[config.mk]
export PLATFORM = sky130hd
export DESIGN_NAME = pifo_reg_sorted
export DESIGN_NICKNAME = d
export VERILOG_FILES = /design/src/rtl/pifo_pkg.sv /design/src/rtl/pifo_insert_pos.sv /design/src/rtl/pifo_reg_sorted.sv
export SDC_FILE = /design/constraint.sdc
export NUM_CORES = 2
export LEC_CHECK = 0
export ABC_AREA = 1
export CAP_MARGIN = 20
export CELL_PAD_IN_SITES_DETAIL_PLACEMENT = 0
export CELL_PAD_IN_SITES_GLOBAL_PLACEMENT = 1
export CORE_MARGIN = 2
export CORE_UTILIZATION = 45
export CTS_CLUSTER_DIAMETER = 200
export DETAILED_ROUTE_END_ITERATION = 10
export GPL_TIMING_DRIVEN = 0
export HOLD_SLACK_MARGIN = 0.15
export PLACE_DENSITY_LB_ADDON = 0.05
export SLEW_MARGIN = 20
export SYNTH_ARGS = -nofsm -noshare
export SYNTH_HDL_FRONTEND = slang
export SYNTH_HIERARCHICAL = 1
export SYNTH_SLANG_ARGS = --single-unit
[constraint.sdc]
create_clock -name clk -period 17.2 [get_ports clk]
set_input_delay 3.44 -clock clk [delete_from_list [all_inputs] [get_ports clk]]
set_output_delay 3.44 -clock clk [all_outputs]
set_load 0.05 [all_outputs]
[src/rtl/pifo_pkg.sv]
// Shared rank-pipe widths and the PIFO entry record; the rank stage imports the same widths.
package pifo_pkg;

  localparam int unsigned PIFO_RANK_WIDTH = 16;
  localparam int unsigned PIFO_META_WIDTH = 16;

  typedef struct packed {
    logic                       valid;
    logic [PIFO_RANK_WIDTH-1:0] rank;
    logic [PIFO_META_WIDTH-1:0] meta;
  } pifo_entry_t;

endpackage

[src/rtl/pifo_insert_pos.sv]
// Insert-position finder: thermometer of entries ranked <= in_rank, plus its popcount.
module pifo_insert_pos
  import pifo_pkg::*;
#(
  parameter int unsigned RANK_WIDTH = PIFO_RANK_WIDTH,
  parameter int unsigned DEPTH      = 16,
  parameter int unsigned L2_DEPTH   = 4
) (
  input  logic [DEPTH-1:0]                 ent_valid,
  input  logic [DEPTH-1:0][RANK_WIDTH-1:0] ent_rank,
  input  logic [RANK_WIDTH-1:0]            in_rank,
  output logic [DEPTH-1:0]                 le_mask_c,
  output logic [L2_DEPTH:0]                pos_c
);

  localparam int unsigned CW = L2_DEPTH + 1;

  // Equal ranks count as "in front", so a new equal rank lands behind them.
  always_comb begin
    le_mask_c = '0;
    pos_c     = '0;
    for (int i = 0; i < int'(DEPTH); i++) begin
      le_mask_c[i] = ent_valid[i] & (ent_rank[i] <= in_rank);
      pos_c        = pos_c + CW'(le_mask_c[i]);
    end
  end

endmodule

[src/rtl/pifo_reg_sorted.sv]
// Register-based sorted PIFO: holds (rank, meta) ascending with FIFO tie-break, head at entry 0.
module pifo_reg_sorted
  import pifo_pkg::*;
#(
  parameter int unsigned RANK_WIDTH = PIFO_RANK_WIDTH,
  parameter int unsigned META_WIDTH = PIFO_META_WIDTH,
  parameter int unsigned DEPTH      = 16,
  parameter int unsigned L2_DEPTH   = 4
) (
  input  logic                  clk,
  input  logic                  rst,
  input  logic                  in_valid,
  input  logic [RANK_WIDTH-1:0] in_rank,
  input  logic [META_WIDTH-1:0] in_meta,
  output logic                  in_remove,
  input  logic                  deq_en,
  output logic                  deq_valid,
  output logic [RANK_WIDTH-1:0] deq_rank,
  output logic [META_WIDTH-1:0] deq_meta,
  output logic [L2_DEPTH:0]     count,
  output logic                  full
);

  localparam int unsigned CW = L2_DEPTH + 1;

  typedef struct packed {
    logic                  valid;
    logic [RANK_WIDTH-1:0] rank;
    logic [META_WIDTH-1:0] meta;
  } entry_t;

  entry_t [DEPTH-1:0] ent;
  entry_t [DEPTH-1:0] ent_nxt;
  logic   [CW-1:0]    count_q;
  logic   [CW-1:0]    count_nxt;
  logic               full_q;

  logic [DEPTH-1:0]                 ent_valid;
  logic [DEPTH-1:0][RANK_WIDTH-1:0] ent_rank;
  logic [DEPTH-1:0]                 le_mask;
  logic [DEPTH:0]                   le_ext;
  logic [CW-1:0]                    pos;
  logic [CW-1:0]                    ins_idx;
  logic                             deq_fire;
  logic                             ins;
  entry_t                           new_ent;

  assign deq_fire  = deq_en & ent[0].valid;
  assign in_remove = in_valid & ~rst & (~full_q | deq_fire);
  assign ins       = in_remove;
  assign new_ent   = '{valid: 1'b1, rank: in_rank, meta: in_meta};
  assign le_ext    = {1'b0, le_mask};

  // A same-cycle dequeue frees slot 0 first, pulling the insert point down by one.
  assign ins_idx = (deq_fire && pos != '0) ? pos - CW'(1) : pos;

  pifo_insert_pos #(
    .RANK_WIDTH (RANK_WIDTH),
    .DEPTH      (DEPTH),
    .L2_DEPTH   (L2_DEPTH)
  ) u_insert_pos (
    .ent_valid (ent_valid),
    .ent_rank  (ent_rank),
    .in_rank   (in_rank),
    .le_mask_c (le_mask),
    .pos_c     (pos)
  );

  for (genvar i = 0; i < int'(DEPTH); i++) begin : g_ent
    entry_t above;
    entry_t below;
    entry_t nxt;
    logic   slot;

    if (i == int'(DEPTH) - 1) begin : g_top
      assign above = '0;
    end else begin : g_mid_up
      assign above = ent[i+1];
    end
    if (i == 0) begin : g_bot
      assign below = '0;
    end else begin : g_mid_dn
      assign below = ent[i-1];
    end

    assign ent_valid[i] = ent[i].valid;
    assign ent_rank[i]  = ent[i].rank;
    assign slot         = (ins_idx == CW'(i));

    // Per-entry mux: hold, shift down (dequeue), shift up (insert), or take the new entry.
    always_comb begin
      nxt = ent[i];
      if (ins && deq_fire) begin
        if (le_ext[i+1]) nxt = above;
        else if (slot)   nxt = new_ent;
      end else if (ins) begin
        if (!le_mask[i]) nxt = slot ? new_ent : below;
      end else if (deq_fire) begin
        nxt = above;
      end
    end

    assign ent_nxt[i] = nxt;
  end

  always_comb begin
    count_nxt = count_q;
    if (ins && !deq_fire)      count_nxt = count_q + CW'(1);
    else if (deq_fire && !ins) count_nxt = count_q - CW'(1);
  end

  always_ff @(posedge clk) begin
    if (rst) begin
      ent     <= '0;
      count_q <= '0;
      full_q  <= 1'b0;
    end else begin
      ent     <= ent_nxt;
      count_q <= count_nxt;
      full_q  <= (count_nxt == CW'(DEPTH));
    end
  end

  assign deq_valid = ent[0].valid;
  assign deq_rank  = ent[0].rank;
  assign deq_meta  = ent[0].meta;
  assign count     = count_q;
  assign full      = full_q;

endmodule

==> results.ini <==
[status]
status = complete, no violations

[sta]
period_share_pct = 71.3
fin_setup_tns_ns = 0
finalMaxSlewViolations = 0
rsz0062_at_grt = false
max_freq_mhz = 81.6
tightest_slew_ns = 1.36
slew_headroom_pct = 9.32
hold_viol_final = 0
setup_viol = 0
worst_slack_ns = 4.94
fin_worst_skew_ns = 0.0337
period_minus_slack_ns = 12.26

[power_and_ir_drop]
p_leak_nw = 24.2
comb_power_share_pct = 69.2
swShare_pct = 60.7
pwr-share-clk_pct = 15.0
vdd_ir_drop_max_mv = 0.224
power_frac_seq_pct = 15.8
power.density_mw_per_mm2 = 207
p_int_mw = 4.23
p_sw_mw = 6.54

[critical_path]
r2r_start = ent[130]
r2r-end = ent[218]
startpoint_type = input pin
rr_worst_depth = 29
crit_type = in2reg
cp.required_ns = 17.80
cpPeakStageDelay_ns = 0.96
r2r_setup_slack_ns = 8.71
cp-end-kind = flip-flop
worst_ep_arrival_time_ns = 12.86
path_max_fanout = 16
cpMaxStageDelayCell = inv_1

[yosys]
seq_area_frac_synth_pct = 22.7
synth_common_cells = nor2_1, nand2_1, nand3_1
syn_area_per_cell_um2 = 5.45
yosysUniqueCellTypes = 34
yosys.area.top_type_share_pct = 22.7
synth_area_leaders = dfxtp_1, nor2_1, nand2_1, nand3_1, ha_1
syn-num-nets = 8967
synthFlopType = dfxtp_1
yosys.area_share.simple_pct = 47.2
synth_compound_area_share_pct = 9.39
synthAdderAreaFrac_pct = 7.43
muxShareOfSynthArea_pct = 0
synth-xor-area-share_pct = 0.0929
synth_edf_count = 0
yosys_warnings = 6
synth_top_family_by_area = simple AND/OR/NAND/NOR gates
yosysMostFrequentCell = nor2_1
yosys.area.top_type = dfxtp_1
synth-seq-cells = 534
postSynthCellCount = 8657
async_flop_share_pct = 0
synth_area_mm2 = 0.0471

[final_layout]
nNetsFinal = 9118
syn_to_final_growth_pct = 10.5
fillers = 11600
layout-drive-gt1-share_pct = 5.96
design_area_mm2 = 0.0521

[clock_tree]
worstSkewPairLatency_ns = 0.69
clock_path_buffers = 3
cts_root_buf = clkbuf_16
cts_tree = done
postCtsSetupBuffers = 0
clkSlewWorstSetupHoldPaths_ns = 0.06
clock-sinks = 534
htreeDepth = 3
cts-hold-fix-buffers = 0
cts_made_buffers = 75
ctsResizeCount = 0

[die]
ios = 76
rows = 118
dieWidth_um = 328
die-area_mm2 = 0.107
initial_core_util_pct = 45.5
coreArea_mm2 = 0.104
die_height_um = 328

[placed_design]
placed_area_mm2 = 0.0496
hpwl_mm = 188
numPortBuffers = 73
place_ws_ns = 4.75
place.gp.congestion = 1.05

[global_route]
global_route.peak_usage_layer = met2
antenna_found_initial = 1
grt_util_met2_pct = 60.9
grt_max_degree = 21
grt_overflow_total = 0
met3_usage_pct = 7.94
grt_first_pass_wirelength_mm = 329
grt_pass1_vias = 50700
met1_usage_pct = 58.5
grtUsageTotal_pct = 41.3

[drt]
drt_iter0_drc = 8221
wl_per_cell_um = 22.5
detail-route-antenna-nets = 0
dr.pass1.iters = 7
route.detailed.drc = 0
routed_via_density = 5.63
vias = 57700
routed_wl_mm = 231

[worst_hold_path]
min_path_cells = 4
hold_path_startpoint = ent[178]
min_path_type = reg2reg
min_to = ent[178]

[flow_run]
drv_cap = 0

placed cells by master (no fill, tap or decap), types with 25 or more instances in the layout:
| cell | synthesis | layout |
|---|---|---|
| dfxtp_1 | 534 | 534 |
| inv_1 | 841 | 838 |
| nand2_1 | 2123 | 2123 |
| ha_1 | 264 | 264 |
| nand3_1 | 1033 | 1033 |
| buf_2 | 286 | 287 |
| nor2_1 | 2258 | 2258 |
| nand2_2 | 25 | 25 |
| a22oi_1 | 86 | 86 |
| clkbuf_1 | 278 | 294 |
| clkdlybuf4s50_1 | 0 | 72 |
| a21oi_1 | 437 | 437 |
| o21ai_0 | 289 | 289 |
| clkbuf_16 | 0 | 75 |
| buf_4 | 44 | 44 |
kinds of logic (layout without fill, tap and decap cells):
family | after synthesis | in the layout
simple gates | 5504 | 5504
other cells | 0 | 5
xor+xnor | 5 | 5
flops | 534 | 534
fa+ha+maj | 274 | 274
compound gates | 833 | 833
buf+inv | 1507 | 1713
registers in the layout (all words and copies together) (netlist names):
name	flops
deq_rank	16
ent	495
count	5
full	1
deq_valid	1
deq_meta	16
layer usage:
metal	part of all wire, %	vias up
li1	-	27300
met1	43	26900
met2	41	3083
met3	11	429
met4	4.6	0
met5	0	-
power by group through the flow:
stage | clock, mW | sequential (mW) | combinational, mW
floorplan | 0 | 1.62 | 4.53
global placement | 0 | 1.71 | 6.94
detailed placement | 0 | 1.71 | 7.02
CTS | 1.62 | 1.69 | 7.05
global route | 1.66 | 1.72 | 7.88
finish | 1.61 | 1.70 | 7.46
critical path: cells and delay by family:
kind,cells,cell delay (ns)
fa+ha+maj,8,3.43
simple gates,13,2.51
buf+inv,8,2.41
compound gates,2,1.04
cell type report:
type / count / area (µm²) / share of cell area, %
Tap cell: 1380 / 1730 / 3.31
Timing Repair Buffer: 74 / 753 / 1.45
Inverter: 873 / 3280 / 6.29
Buffer: 634 / 2940 / 5.64
Antenna cell: 5 / 12.5 / 0.0240
Multi-Input combinational cell: 6616 / 30200 / 58.0
Sequential cell: 534 / 10700 / 20.5
Clock inverter: 15 / 206 / 0.396
Clock buffer: 117 / 2250 / 4.33
worst max path at each step:
stage | slack [ns] | endpoint | cells past startpoint | startpoint
finish | 4.94 | ent[218] | 31 | in_rank[12]
floorplan | 8.02 | ent[450] | 34 | in_rank[7]
global placement | 4.66 | ent[210] | 33 | in_rank[4]
global route | 4.81 | ent[521] | 36 | in_rank[2]
detailed placement | 4.75 | ent[521] | 32 | in_rank[13]
CTS | 5.41 | ent[521] | 32 | in_rank[13]
per-stage QoR:
stage,hold WS (ns),power [mW],utilization [%],instances
CTS,0.538,10.4,50.2,10200
global placement,0.527,8.65,47.9,10100
floorplan,0.508,6.16,-,8657
global route,0.575,11.3,50.3,10200
finish,0.543,10.8,50.3,10200
detailed placement,0.528,8.74,47.9,10100
(Power assumes the default switching activity.)
==> edit: new RTL, same flow settings <==
`L2_DEPTH` is set to 4 in 2 places; all go to 2.
--- a/src/rtl/pifo_insert_pos.sv
+++ b/src/rtl/pifo_insert_pos.sv
@@ -4,7 +4,7 @@
 #(
   parameter int unsigned RANK_WIDTH = PIFO_RANK_WIDTH,
   parameter int unsigned DEPTH      = 16,
-  parameter int unsigned L2_DEPTH   = 4
+  parameter int unsigned L2_DEPTH   = 2
 ) (
   input  logic [DEPTH-1:0]                 ent_valid,
   input  logic [DEPTH-1:0][RANK_WIDTH-1:0] ent_rank,
--- a/src/rtl/pifo_reg_sorted.sv
+++ b/src/rtl/pifo_reg_sorted.sv
@@ -5,7 +5,7 @@
   parameter int unsigned RANK_WIDTH = PIFO_RANK_WIDTH,
   parameter int unsigned META_WIDTH = PIFO_META_WIDTH,
   parameter int unsigned DEPTH      = 16,
-  parameter int unsigned L2_DEPTH   = 4
+  parameter int unsigned L2_DEPTH   = 2
 ) (
   input  logic                  clk,
   input  logic                  rst,
Ports: changed (resized count); port bits go from 76 to 74. The function was not compared with the original's and may differ.
==> edit against the unedited design <==
- wire length rose by 11%
- final area fell by 5.3%
- synthesized area is 5.2% lower
- core utilization down 0.13 points
- worst setup slack improved by 0.076 ns
- total power shrank 1.3%
- via count fell by 2.0%
- synthesized cell count decreased by 11%
- global-route usage up 6.5 points
- sequential cell count decreased by 2
==> edit: results (changes against the unedited design) <==
SEQUENTIAL_CELL_COUNT=532  # -0.37%
DPL_WORST_SLACK_NS=4.52  # -0.231 ns
WORST-ENDPOINT-ARRIVAL_NS=12.76  # -0.10 ns
SYNTH_FA_HA_AREA_SHARE_PCT=7.78  # +0.35 points
TIGHTEST_SLEW_NS=1.28  # -0.0802 ns
ROUTE.DETAILED.WL_PER_INST_UM=27.8  # +23%
R2R_SLACK_NS=8.65  # -0.06 ns
ANTENNADIODECOUNT=8  # +3
SYNTH_XOR_AREA_SHARE_PCT=0.118  # +0.025 points
STANDBY_LEAKAGE_POWER_nW=23.4  # -3.1%
GRT_MAX_DEGREE=18  # -14%
WIRE_LENGTH_OF_THE_FIRST_GLOBAL_ROUTING_PASS_MM=351  # +6.5%
GROUTE.LAYER.MET1.USAGE_PCT=57.8  # -0.72 points
MULTIPLEXER_SHARE_OF_THE_SYNTHESIZED_AREA_PCT=0.0252  # +0.025 points
MET2_TRACK_USAGE_GR_PCT=70.6  # +9.7 points
WORST_R2R_STARTPOINT='ent[196]'
POST_SYNTH_MAIN_AREA_CONTRIBUTORS='dfxtp_1 24%, nand2_1 18%, a21oi_1 17%'
RUN_STATUS='finished clean'
HOLD-PATH-CELL-COUNT=2  # -2
DP_AREA_SQ_UM=46900  # -5.5%
HOLD_WS_NS=0.545  # +0.00190 ns
CRIT_SLOWEST_CELL='clkbuf_1'
DRIVE_GT1_SHARE_PCT=4.71  # -1.2 points
GRT_ANTENNA_BEFORE_REPAIR=10  # +9
CLKCELLAREAFRAC_PCT=4.92  # +0.20 points
VDD_IR_DROP_MAX_V=0.000260  # +16%
DR_TOTAL_VIAS=56500  # -2.0%
FINISH.NET_COUNT=8155  # -11%
FINALWEIGHTEDCONGESTION=1.08  # +3.4%
-- edit: cell types whose count changed after synthesis, sizes merged, moves of 14 or more --
cell,change
buf,-125
nand3,-898
nor2,-1519
inv,-180
o21ai,+387
clkbuf,+124
nand4,+51
o211ai,+31
a22oi,-84
a21oi,+1049
clkinv,-14
nor3,+15
a211oi,+193
nand2,+35
-- edit: power groups by stage --
| stage | registers (W) | logic [W] | clock network [W] |
|---|---|---|---|
| 2_1_floorplan | 0.00175 | 0.00415 | 0 |
| 3_3_place_gp | 0.00180 | 0.00663 | 0 |
| 3_5_place_dp | 0.00181 | 0.00673 | 0 |
| 4_1_cts | 0.00179 | 0.00676 | 0.00162 |
| 5_1_grt | 0.00182 | 0.00758 | 0.00166 |
| 6_report | 0.00180 | 0.00721 | 0.00162 |
-- edit: per-layer routing --
| layer | share of wire (%) | routed length [um] |
|---|---|---|
| met1 | 37 | 95400 |
| met2 | 41 | 104000 |
| met3 | 11 | 28100 |
| met4 | 11 | 27500 |
| met5 | 0.0051 | 13 |
